<file path="config.mk">
export PLATFORM = sky130hd
export DESIGN_NAME = apb_req_arbiter
export DESIGN_NICKNAME = d
export VERILOG_FILES = /design/src/rtl/apb_req_arbiter.sv
export SDC_FILE = /design/constraint.sdc
export NUM_CORES = 1
export LEC_CHECK = 0
export BUFFER_PORTS_ARGS = -buffer_cell sky130_fd_sc_hd__buf_2
export CAP_MARGIN = 0
export CORE_AREA = 2 2 205 207
export CTS_CLUSTER_DIAMETER = 60
export DETAILED_ROUTE_END_ITERATION = 7
export DIE_AREA = 0 0 207 209
export HOLD_SLACK_MARGIN = 0.1
export PLACE_DENSITY = 0.57
export SLEW_MARGIN = 20
export SYNTH_ARGS = -nofsm -noshare
export SYNTH_HDL_FRONTEND = slang
export SYNTH_SLANG_ARGS = --single-unit
export TNS_END_PERCENT = 1
</file>
<file path="constraint.sdc">
create_clock -name PCLK -period 1.95 [get_ports PCLK]
set_clock_uncertainty 0.2 [all_clocks]
set_input_delay 0.39 -clock PCLK [delete_from_list [all_inputs] [get_ports PCLK]]
set_output_delay 0.39 -clock PCLK [all_outputs]
set_load 0.03 [all_outputs]
</file>
<file path="src/rtl/apb_req_arbiter.sv">
// apb_req_arbiter: round-robin sequencer sharing one APB bus between two command sources.
// Optional ACCESS-phase timeout is built in when APB_ARB_TIMEOUT_EN is defined.
module apb_req_arbiter #(
  parameter int unsigned ADDR_W  = 64,
  parameter int unsigned DATA_W  = 64,
  parameter int unsigned SEL_BIT = 12,
  parameter int unsigned TIMEOUT = 16
) (
  input  logic                PCLK,
  input  logic                PRESETn,
  input  logic [1:0]          req_valid,
  output logic [1:0]          req_ready,
  input  logic [1:0]          req_write,
  input  logic [2*ADDR_W-1:0] req_addr,
  input  logic [2*DATA_W-1:0] req_wdata,
  output logic [1:0]          rsp_valid,
  output logic [DATA_W-1:0]   rsp_rdata,
  output logic                rsp_err,
  output logic                PSEL1,
  output logic                PSEL2,
  output logic                PENABLE,
  output logic                PWRITE,
  output logic [ADDR_W-1:0]   PADDR,
  output logic [DATA_W-1:0]   PWDATA,
  input  logic [DATA_W-1:0]   PRDATA,
  input  logic                PREADY,
  input  logic                PSLVERR
);

  typedef enum logic [1:0] {StIdle, StSetup, StAccess} state_e;

  state_e              r_state;
  state_e              w_state_next;
  logic                r_last;
  logic                r_gnt;
  logic                r_write;
  logic [ADDR_W-1:0]   r_addr;
  logic [DATA_W-1:0]   r_wdata;
  logic [1:0]          r_rsp_valid;
  logic [DATA_W-1:0]   r_rsp_rdata;
  logic                r_rsp_err;

  logic w_timeout;
  logic w_done;
  logic w_accept;
  logic w_last_eff;
  logic w_win;
  logic w_active;

`ifdef APB_ARB_TIMEOUT_EN
  localparam int unsigned CntW = $clog2(TIMEOUT + 1);
  logic [CntW-1:0] r_to_cnt;

  always_ff @(posedge PCLK or negedge PRESETn) begin
    if (!PRESETn) begin
      r_to_cnt <= '0;
    end else if (r_state == StSetup) begin
      r_to_cnt <= '0;
    end else if (r_state == StAccess && !PREADY) begin
      r_to_cnt <= r_to_cnt + 1'b1;
    end
  end

  // Fires on the stalled cycle whose increment would bring the count to TIMEOUT.
  assign w_timeout = (r_state == StAccess) && !PREADY && (r_to_cnt == CntW'(TIMEOUT - 1));
`else
  // TIMEOUT has no effect without the timeout feature.
  assign w_timeout = 1'b0 & (TIMEOUT != 32'd0);
`endif

  assign w_done = (r_state == StAccess) && (PREADY || w_timeout);

  // On a completion cycle the finishing grant counts as the most recent one.
  assign w_last_eff = (r_state == StAccess) ? r_gnt : r_last;
  assign w_win      = (&req_valid) ? ~w_last_eff : req_valid[1];
  assign w_accept   = ((r_state == StIdle) || w_done) && (|req_valid);
  assign req_ready  = w_accept ? (w_win ? 2'b10 : 2'b01) : 2'b00;

  always_comb begin
    w_state_next = r_state;
    unique case (r_state)
      StIdle:   if (w_accept) w_state_next = StSetup;
      StSetup:  w_state_next = StAccess;
      StAccess: if (w_done) w_state_next = w_accept ? StSetup : StIdle;
      default:  w_state_next = StIdle;
    endcase
  end

  always_ff @(posedge PCLK or negedge PRESETn) begin
    if (!PRESETn) begin
      r_state <= StIdle;
      r_last  <= 1'b1;
      r_gnt   <= 1'b0;
      r_write <= 1'b0;
      r_addr  <= '0;
      r_wdata <= '0;
    end else begin
      r_state <= w_state_next;
      if (w_done) begin
        r_last <= r_gnt;
      end
      if (w_accept) begin
        r_gnt   <= w_win;
        r_write <= req_write[w_win];
        r_addr  <= w_win ? req_addr[2*ADDR_W-1:ADDR_W] : req_addr[ADDR_W-1:0];
        r_wdata <= w_win ? req_wdata[2*DATA_W-1:DATA_W] : req_wdata[DATA_W-1:0];
      end
    end
  end

  always_ff @(posedge PCLK or negedge PRESETn) begin
    if (!PRESETn) begin
      r_rsp_valid <= 2'b00;
      r_rsp_rdata <= '0;
      r_rsp_err   <= 1'b0;
    end else if (w_done) begin
      r_rsp_valid <= r_gnt ? 2'b10 : 2'b01;
      r_rsp_rdata <= (r_write || w_timeout) ? '0 : PRDATA;
      r_rsp_err   <= w_timeout | PSLVERR;
    end else begin
      r_rsp_valid <= 2'b00;
    end
  end

  assign rsp_valid = r_rsp_valid;
  assign rsp_rdata = r_rsp_rdata;
  assign rsp_err   = r_rsp_err;

  // APB outputs decode from registered state so reset clears them immediately.
  assign w_active = (r_state != StIdle);
  assign PSEL1    = w_active && !r_addr[SEL_BIT];
  assign PSEL2    = w_active && r_addr[SEL_BIT];
  assign PENABLE  = (r_state == StAccess);
  assign PWRITE   = w_active && r_write;
  assign PADDR    = w_active ? r_addr : '0;
  assign PWDATA   = (w_active && r_write) ? r_wdata : '0;

endmodule

</file>
==> results of run 1 <==
[sequential cells by signal (all words and copies together), names as in the netlist]
name / count
r_addr: 64
r_gnt: 1
r_last: 1
r_state: 2
r_wdata: 64
r_write: 1
rsp_err: 1
rsp_rdata: 64
rsp_valid: 2
[cells in the final DEF (no fill, tap or decap), types with 2 or more instances in the layout]
cell type and n:
and3_1 16, buf_6 99, clkbuf_1 2, diode_2 2
o21ai_0 64, a221o_1 129, bufinv_16 5, buf_12 17
buf_2 445, clkbuf_16 24, and3_4 48, and2_4 24
buf_16 2, mux2_2 2, and2_1 41, clkinv_4 2
clkbuf_8 3, clkinv_2 2, inv_1 3, nand2b_1 64
nand2_1 64, dlygate4sd3_1 324, buf_4 52, dfrtp_1 197
nor2b_1 130, nor2_1 4, or2_4 4
[power groups by stage]
stage,sequential [W],clock (W),combinational (W)
4_1_cts,0.00727,0.00412,0.0138
2_1_floorplan,0.00810,0,0.00734
5_1_grt,0.00758,0.00428,0.0169
3_3_place_gp,0.00728,0,0.0125
3_5_place_dp,0.00726,0,0.0127
6_report,0.00739,0.00401,0.0159
[synthesized netlist by cell type]
cell	count
nor2b_1	131
nor2_1	4
o211a_1	1
or2_2	1
buf_1	1
a21o_1	1
inv_1	3
mux2i_1	1
mux2_2	2
and2_1	65
and3_1	64
nor2b_2	1
o21bai_1	1
nor3_2	1
o21ai_0	64
dfstp_2	1
nand2_1	65
a2111oi_4	1
a221o_1	129
nand2b_1	64
dfrtp_1	199
buf_4	1
clkbuf_1	60
buf_2	24
[stage by stage]
step	instances	setup WS [ns]	instance area, um2
finish	2323	-0.567	18300
global route	2322	-0.643	18300
CTS	2304	-0.624	17500
detailed placement	1944	-0.170	13200
global placement	1944	-0.167	13200
floorplan	885	-0.137	9510
[repair_timing]
item / in CTS / in global routing
setup buffers: 4 / 0
hold buffers: 324 / 0
pin swaps: 7 / 51
endpoints found under the setup margin: 262 / 264
gates resized for setup: 112 / 158
cloned: 0 / 17
hold endpoints to repair: 365 / 0
[metal layers]
metal	up-vias	GRT usage, %
met5	-	0
met4	0	10.1
met3	126	4.43
met2	615	30.7
met1	5288	21.4
li1	4918	-
[logic make-up (layout without fill, tap and decap cells)]
kind of cell | Yosys count | in the layout | synth area share (%)
simple gates | 396 | 399 | 24.6
flops | 200 | 200 | 53.4
compound gates | 197 | 197 | 17.7
buf+inv | 89 | 983 | 3.92
mux | 3 | 3 | 0.347
other cells | 0 | 2 | 0
[layout make-up]
class / instances / area [um2] / area share (%)
Antenna cell: 2 / 5.00 / 0.0273
Timing Repair Buffer: 948 / 7570 / 41.4
Tap cell: 539 / 674 / 3.68
Clock buffer: 21 / 460 / 2.51
Clock inverter: 11 / 194 / 1.06
Multi-Input combinational cell: 599 / 4380 / 23.9
Inverter: 3 / 11.3 / 0.0615
Sequential cell: 200 / 5010 / 27.4
[worst paths after layout]
kind | start | end | slack [ns] | depth (start not counted)
worst max-delay path | r_state[0]$_DFFE_PN0P_ | PWDATA[10] | -0.57 | 5
worst min-delay path | PRESETn | rsp_rdata[47]$_DFFE_PN0P_ | 0.26 | 2
worst max register to register | r_state[0]$_DFFE_PN0P_ | r_wdata[10]$_DFFE_PN0P_ | -0.36 | 7
worst min register to register | rsp_rdata[7]$_DFFE_PN0P_ | rsp_rdata[7]$_DFFE_PN0P_ | 0.27 | 2
max in group asynchronous | PRESETn | r_last$_DFFE_PN1P_ | 0.66 | 3
min in group PCLK | PREADY | r_state[1]$_DFFE_PN0P_ | 0.27 | 3
==> results_dict.tcl, run 1 <==
set metrics [dict create \
    ys_seq_area_share_pct 53.4 \
    top_layer "met4" \
    area_delta_synth_final_pct 95.2 \
    antenna_found_initial 2 \
    drtIter0Drc 652 \
    seqPwrFrac_pct 27.1 \
    power.switching_w 0.0117 \
    utilization_pct 44.3 \
    crit_chain "buf_6 -> or2_4 -> buf_16 -> and3_1 -> buf_6" \
    switching_share_pct 42.9 \
    syn_area_per_cell_um2 10.6 \
    rsz0062_at_grt "yes" \
    setup-tns-final_ns -99.56 \
    wl_mm 44.7 \
    drive_above_1_share_pct 41.6 \
    startpoint_type "flip-flop" \
    cp-end-kind "output port" \
    dr.pass1.iters 5 \
    io_buffer_count 528 \
    cts_made_buffers 17 \
    fin_ws_ns -0.567 \
    grt_max_degree 68 \
    arrival_ns 1.93 \
    max_slew_margin_pct 63.0 \
    cp_slowest_cell "dfrtp_2" \
    crit_family "simple AND/OR/NAND/NOR gates" \
    nFillCells 3664 \
    dr_wl_met2_mm 21.7 \
    dp_hpwl_mm 26.8 \
    synthCells 885 \
    tritoncts "built" \
    setup_violations 264 \
    worstHoldPathType "in -> async" \
    grt_use_total_pct 18.3 \
    drt-vias-per-instance 4.71 \
    synth_nets 1213 \
    overflow 0 \
    dieArea_um2 43300 \
    wl_met1_mm 18.0 \
    leakage_nw 8.90 \
    violations "negative setup slack" \
    drc 0 \
    critPathKind "reg -> out" \
    path_buf_inv 3 \
    io_pins 529 \
    peakVddDrop_mv 0.778 \
    antenna_left 0 \
    status "finished, violations left" \
    globalplace.congestion 0.863 \
    fin_crit_ns 2.52 \
    power_density_nw_per_um2 1490 \
    cts_sinks 200 \
    synthTopCellsByArea "dfrtp_1 (53%), a221o_1 (14%), nor2b_1 (8.7%)" \
    cts_root_buffer "clkbuf_16" \
    clk_pin_slew_ns 0.07 \
    die_h_um 209 \
    clock_latency_ns 0.46 \
    row_count 75 \
    wl_per_cell_um 19.3 \
    vias 10900 \
    htreeDepth 4 \
    crit_top_cell "buf_6" \
    drv_cap 0 \
    clockBufferDepth 2 \
    p_clk_share_pct 14.7 \
    initial_core_util_pct 22.7 \
    route.met3.wl_mm 3.02 \
    fin_crit_sh_pct 129 \
    ys_types 24 \
    dieWidth_um 207 \
    worst_slew_pin_slew_ns 0.556 \
    p_int_w 0.0156 \
    p_total_w 0.0273 \
    hold_viol 0 \
    worst_ep_required_time_ns 1.36 \
    slew_violations 0 \
    grt_pass1_wl_mm 62.3 \
    fmax_mhz 397 \
    hold_ws_ns 0.264 \
    slowest_delay_ns 0.44 \
    yosys_warnings 0 \
    yosysTopAreaCell "dfrtp_1" \
    combPwrFrac_pct 58.3 \
    grt_pass1_vias 11300 \
    cp_max_fo 5 \
    core_area_um2 41300 \
    ys_ff_latch 200 \
    nets 2097 \
    synthesis.area_um2 9380 \
    synth_top_area_share_pct 53.1 \
]
No activity file was read; power rests on OpenSTA's default activity.
==> run 2, diff against run 1 <==
--- a/config.mk
+++ b/config.mk
@@ -5,14 +5,15 @@
 export SDC_FILE = /design/constraint.sdc
 export NUM_CORES = 1
 export LEC_CHECK = 0
+export ABC_AREA = 1
 export BUFFER_PORTS_ARGS = -buffer_cell sky130_fd_sc_hd__buf_2
 export CAP_MARGIN = 0
-export CORE_AREA = 2 2 205 207
+export CORE_AREA = 2 2 206 208
 export CTS_CLUSTER_DIAMETER = 60
 export DETAILED_ROUTE_END_ITERATION = 7
-export DIE_AREA = 0 0 207 209
+export DIE_AREA = 0 0 208 210
 export HOLD_SLACK_MARGIN = 0.1
-export PLACE_DENSITY = 0.57
+export PLACE_DENSITY = 0.58
 export SLEW_MARGIN = 20
 export SYNTH_ARGS = -nofsm -noshare
 export SYNTH_HDL_FRONTEND = slang
==> run 2 against run 1 <==
Compared with the run above:
- the run still ends with negative setup slack left
- critical path depth is 2 higher
- largest cell class unchanged
- largest power group unchanged
- global-route usage is 3.5 points higher
- total power is 3.7% higher
- critical path type unchanged
==> results_dict.tcl, run 2 <==
set metrics [dict create \
    synthCells 1319 \
    slowest_delay_ns 0.40 \
    clock_latency_ns 0.46 \
    synthFlopType "dfrtp_1" \
    worst_ep_required_time_ns 1.36 \
    dr.pass1.iters 6 \
    setup_violations 217 \
    worst_slew_pin_slew_ns 0.725 \
    yosys-top-cells-count "nand3_1 (323), nand2_1 (263), dfrtp_1 (199)" \
    ys_ff_latch 200 \
    cp-end-kind "output port" \
    initial_core_util_pct 24.3 \
    io_pins 529 \
    crit_chain "nor2_4 -> nor2_4 -> inv_4 -> buf_12 -> buf_6 -> nor2_2 -> buf_4" \
    synth_compound_area_share_pct 0.285 \
    antenna_found_initial 3 \
    drv_cap 0 \
    worstHoldPathType "in -> async" \
    synthTopCellsByArea "dfrtp_1 (49%), nand3_1 (16%), nand2_1 (9.8%)" \
    fmax_mhz 432 \
    rsz0062_at_grt "yes" \
    drt-vias-per-instance 5.02 \
    cts_root_buffer "clkbuf_16" \
    drtIter0Drc 1442 \
    p_total_w 0.0283 \
    htreeDepth 4 \
    grt_use_total_pct 21.8 \
    startpoint_type "flip-flop" \
    vias 13600 \
    yosys.area_share.simple_pct 39.2 \
    synth_top_family_by_area "simple AND/OR/NAND/NOR gates" \
    async_flop_share_pct 100 \
    hold_ws_ns 0.184 \
    wl_mm 49.6 \
    area_delta_synth_final_pct 86.3 \
    wl_per_cell_um 18.4 \
    arrival_ns 1.72 \
    row_count 75 \
    nets 2475 \
    dieWidth_um 208 \
    synthAdderAreaFrac_pct 0 \
    synthXorXnorAreaFrac_pct 0 \
    final_cell_mix "buf_2 (395), dlygate4sd3_1 (325), nand3_1 (317), nand2_1 (262), dfrtp_1 (199)" \
    core_area_um2 41500 \
    overflow 0 \
    hold_viol 0 \
    fin_crit_sh_pct 119 \
    syn_area_per_cell_um2 7.65 \
    setup-tns-final_ns -44.50 \
    clk_pin_slew_ns 0.08 \
    crit_family "buffers and inverters" \
    peakVddDrop_mv 0.866 \
    synthesis.area_um2 10100 \
    slew_violations 0 \
    violations "negative setup slack" \
    ys_types 20 \
    critPathKind "reg -> out" \
    cts_made_buffers 17 \
    nFillCells 3774 \
    grt_max_degree 90 \
    drive_above_1_share_pct 33.4 \
    synth_nets 1647 \
    leakage_nw 9.60 \
    globalplace.congestion 0.861 \
    cp_slowest_cell "dfrtp_1" \
    dp_hpwl_mm 31.4 \
    grt_pass1_vias 13900 \
    tritoncts "built" \
    cp_max_fo 7 \
    status "finished, violations left" \
    synthMuxAreaShare_pct 0 \
    utilization_pct 45.4 \
    path_buf_inv 4 \
    max_slew_margin_pct 51.7 \
    dp_cells 2331 \
    grt_pass1_wl_mm 75.1 \
    io_buffer_count 528 \
    final_common_cell "buf_2" \
    instances_no_fill 2702 \
    drc 0 \
    synth.most_common_cell "nand3_1" \
    fin_ws_ns -0.364 \
    antenna_left 0 \
    yosys_warnings 0 \
    crit_top_cell "nor2_4" \
    power_density_nw_per_um2 1500 \
    die_h_um 210 \
    clockBufferDepth 2 \
    synth_edf_count 0 \
    ys_seq_area_share_pct 49.6 \
    dieArea_um2 43700 \
    fin_crit_ns 2.31 \
    cts_sinks 200 \
    yosysTopAreaCell "dfrtp_1" \
    synth_top_area_share_pct 49.3 \
]
-- run 2: cell types whose count changed after synthesis, sizes merged, moves of 129 or more --
cell / previous run / this run
a221o: 129 / 0
nand4: 0 / 129
nor2: 4 / 137
inv: 3 / 139
nand2: 65 / 265
nand3: 0 / 324
nor2b: 132 / 0
-- run 2: routing by layer --
layer | GRT usage [%] | vias up | routed length (um)
li1 | - | 5990 | -
met1 | 24.5 | 6362 | 17900
met2 | 36.1 | 979 | 23400
met3 | 5.18 | 233 | 4190
met4 | 16.1 | 0 | 4080
met5 | 0 | - | 0
-- run 2: layout make-up --
class | instances | area [um2] | share of cell area [%]
well taps | 539 | 674 | 3.59
multi-input cells | 860 | 4390 | 23.3
flip-flops and latches | 200 | 5010 | 26.6
clock buffers | 18 | 429 | 2.28
diodes | 3 | 7.51 | 0.0399
inverters | 139 | 532 | 2.83
repair buffers | 929 | 7540 | 40.1
clock inverters | 14 | 234 | 1.24
-- run 2: worst register-to-register path, cell delays in order (launching register included) --
cell and delay [ns]:
dfrtp_1 0.41, buf_4 0.15, buf_4 0.13, nand2_2 0.08, nand2_2 0.06, nand3_4 0.09
buf_4 0.12, buf_6 0.10, buf_12 0.20, buf_12 0.21, nand4_1 0.10, nand3_1 0.16
-- run 2: per-stage QoR --
stage / instance area, um2 / setup slack, ns
after detailed placement: 13800 / -0.00176
after global routing: 18800 / -0.460
final: 18800 / -0.364
after global placement: 13800 / 0.0458
after CTS: 18500 / -0.403
after floorplan: 10200 / -0.149
-- run 2: path summary, 6_finish.rpt --
check | start | endpoint | slack (ns) | cells past startpoint
worst min-delay path | PRESETn | rsp_rdata[36]$_DFFE_PN0P_ | 0.18 | 2
min in group PCLK | req_valid[1] | r_addr[41]$_DFFE_PN0P_ | 0.24 | 4
worst max-delay path | r_state[1]$_DFFE_PN0P_ | PWDATA[59] | -0.36 | 7
max in group asynchronous | PRESETn | r_wdata[36]$_DFFE_PN0P_ | 0.75 | 4
worst max register to register | r_state[1]$_DFFE_PN0P_ | r_addr[1]$_DFFE_PN0P_ | -0.16 | 11
worst min register to register | rsp_rdata[58]$_DFFE_PN0P_ | rsp_rdata[58]$_DFFE_PN0P_ | 0.28 | 2
-- run 2: report_power, final --
part	switching (W)	internal, W	total, W
Sequential	0.00117	0.00614	0.00731
Combinational	0.0108	0.00613	0.0169
Clock	0.00173	0.00232	0.00405
Total	0.0137	0.0146	0.0283
-- run 2: cell families after synthesis --
logic type,after synthesis
simple gates,855
buf+inv,259
flops,200
compound gates,5
-- run 2: what timing repair did --
item                                    in CTS  in global routing
gates resized for setup                    229                 43
setup buffers                                4                  3
hold buffers                               325                  0
endpoints found under the setup margin     135                244
gates cloned                                 1                  3
hold endpoints to repair                   395                  0
pin swaps                                    3                 20
==> run 3, diff against run 2 <==
--- a/config.mk
+++ b/config.mk
@@ -14,6 +14,7 @@
 export DIE_AREA = 0 0 208 210
 export HOLD_SLACK_MARGIN = 0.1
 export PLACE_DENSITY = 0.58
+export SKIP_CTS_REPAIR_TIMING = 1
 export SLEW_MARGIN = 20
 export SYNTH_ARGS = -nofsm -noshare
 export SYNTH_HDL_FRONTEND = slang
==> run 3 against run 2 <==
Compared with the run above:
- the flow still finishes with violations (negative setup slack)
- global-route usage is 3.4 points lower
- sequential power is essentially flat
- via count is 2.2% lower
- clock-buffer cell count did not move
- total power fell by 3.3%
- flip-flop and latch count is the same
- largest cell class unchanged
- sequential share of layout area increased by 0.55 points
==> results_dict.tcl, run 3 (synthesis gave the netlist of run 2 again) <==
set metrics [dict create \
    status "finished, violations left" \
    violations "negative setup slack" \
    dr.pass1.iters 7 \
    fmax_mhz 423 \
    hold_ws_ns 0.104 \
    worst_slew_pin_slew_ns 0.732 \
    wl_per_cell_um 18.0 \
    overflow 0 \
    clockBufferDepth 2 \
    area_delta_synth_final_pct 82.5 \
    dieWidth_um 208 \
    setup-tns-final_ns -42.39 \
    startpoint_type "flip-flop" \
    fin_crit_sh_pct 121 \
    tritoncts "built" \
    crit_chain "nor2_4 -> nor2_4 -> clkinv_2 -> buf_12 -> buf_16 -> nor2_2 -> buf_6" \
    initial_core_util_pct 24.3 \
    arrival_ns 1.77 \
    grt_pass1_wl_mm 62.8 \
    drc 0 \
    grt_pass1_vias 11400 \
    nets 2467 \
    leakage_nw 9.48 \
    die_h_um 210 \
    grt_max_degree 90 \
    vias 13300 \
    slowest_delay_ns 0.43 \
    antenna_found_initial 3 \
    critPathKind "reg -> out" \
    cts_made_buffers 17 \
    instances_no_fill 2693 \
    setup_violations 133 \
    io_buffer_count 528 \
    final_cell_mix "buf_2 (459), dlygate4sd3_1 (324), nand3_1 (322), nand2_1 (262), dfrtp_1 (199)" \
    clk_pin_slew_ns 0.07 \
    crit_family "buffers and inverters" \
    htreeDepth 4 \
    cts_root_buffer "clkbuf_16" \
    wl_mm 48.5 \
    row_count 75 \
    fin_ws_ns -0.414 \
    dieArea_um2 43700 \
    worstHoldPathType "in -> reg" \
    fin_crit_ns 2.36 \
    antenna_left 0 \
    nFillCells 3829 \
    grt_use_total_pct 18.4 \
    clock_latency_ns 0.46 \
    globalplace.congestion 0.861 \
    max_slew_margin_pct 51.2 \
    slew_violations 0 \
    power_density_nw_per_um2 1490 \
    core_area_um2 41500 \
    rsz0062_at_grt "yes" \
    crit_top_cell "nor2_4" \
    drt-vias-per-instance 4.93 \
    cp_max_fo 11 \
    peakVddDrop_mv 0.879 \
    final_common_cell "buf_2" \
    cts_sinks 200 \
    dp_hpwl_mm 31.4 \
    utilization_pct 44.4 \
    worst_ep_required_time_ns 1.36 \
    dp_cells 2331 \
    drtIter0Drc 1368 \
    io_pins 529 \
    hold_viol 0 \
    cp_slowest_cell "dfrtp_1" \
    drv_cap 0 \
    drive_above_1_share_pct 33.0 \
    path_buf_inv 4 \
    cp-end-kind "output port" \
]
## run 3: cell count changes in the layout (fill, tap and decap cells not counted), sizes merged
cell	delta
buf	-5
clkinv	+1
diode	-1
dlygate4sd3	-1
clkbuf	-2
inv	-1
## run 3: worst reg2reg max path, stage by stage, from the launching register on
cell and delay, ns:
dfrtp_1 0.42, buf_4 0.16, nand2_2 0.08, nand2_2 0.06
nand3_4 0.11, buf_4 0.13, buf_12 0.19, buf_8 0.23
nand4_1 0.13, nand3_1 0.14
## run 3: layout make-up
type	count	area, um2	share of cell area, %
multi-input combinational	860	4350	23.6
sequential	200	5010	27.2
timing repair buffer	921	7210	39.1
antenna	2	5.00	0.0272
tap	539	674	3.66
clock buffer	18	429	2.33
inverter	139	528	2.87
clock inverter	14	234	1.27
## run 3: routing by layer
layer,up-vias,part of all wire [%],GRT usage [%]
li1,5971,-,-
met1,6244,37,21.5
met2,873,48,30.1
met3,175,7.8,5.01
met4,2,6.6,11.5
met5,-,0.023,0
## run 3: where the power goes
part           switching (W)  internal [W]
clock                0.00173       0.00232
combinational         0.0105       0.00547
sequential           0.00118       0.00614
total                 0.0135        0.0139
## run 3: path summary, 6_finish.rpt
check	end	slack [ns]	startpoint	depth (start not counted)
worst max-delay path	PWDATA[4]	-0.41	r_state[0]$_DFFE_PN0P_	7
worst min register to register	rsp_rdata[58]$_DFFE_PN0P_	0.28	rsp_rdata[58]$_DFFE_PN0P_	2
min in group asynchronous	rsp_rdata[36]$_DFFE_PN0P_	0.21	PRESETn	2
worst max register to register	r_wdata[39]$_DFFE_PN0P_	0.03	r_state[1]$_DFFE_PN0P_	9
worst min-delay path	r_wdata[28]$_DFFE_PN0P_	0.10	req_wdata[92]	3
max in group asynchronous	r_wdata[36]$_DFFE_PN0P_	0.72	PRESETn	4
## run 3: metrics by stage
step	total power [W]	instance area, um2	worst slack [ns]
floorplan	0.0163	10200	-0.149
global placement	0.0211	13800	0.0458
detailed placement	0.0213	13800	-0.00176
CTS	0.0254	14500	-0.504
global route	0.0289	18400	-0.501
finish	0.0274	18400	-0.414
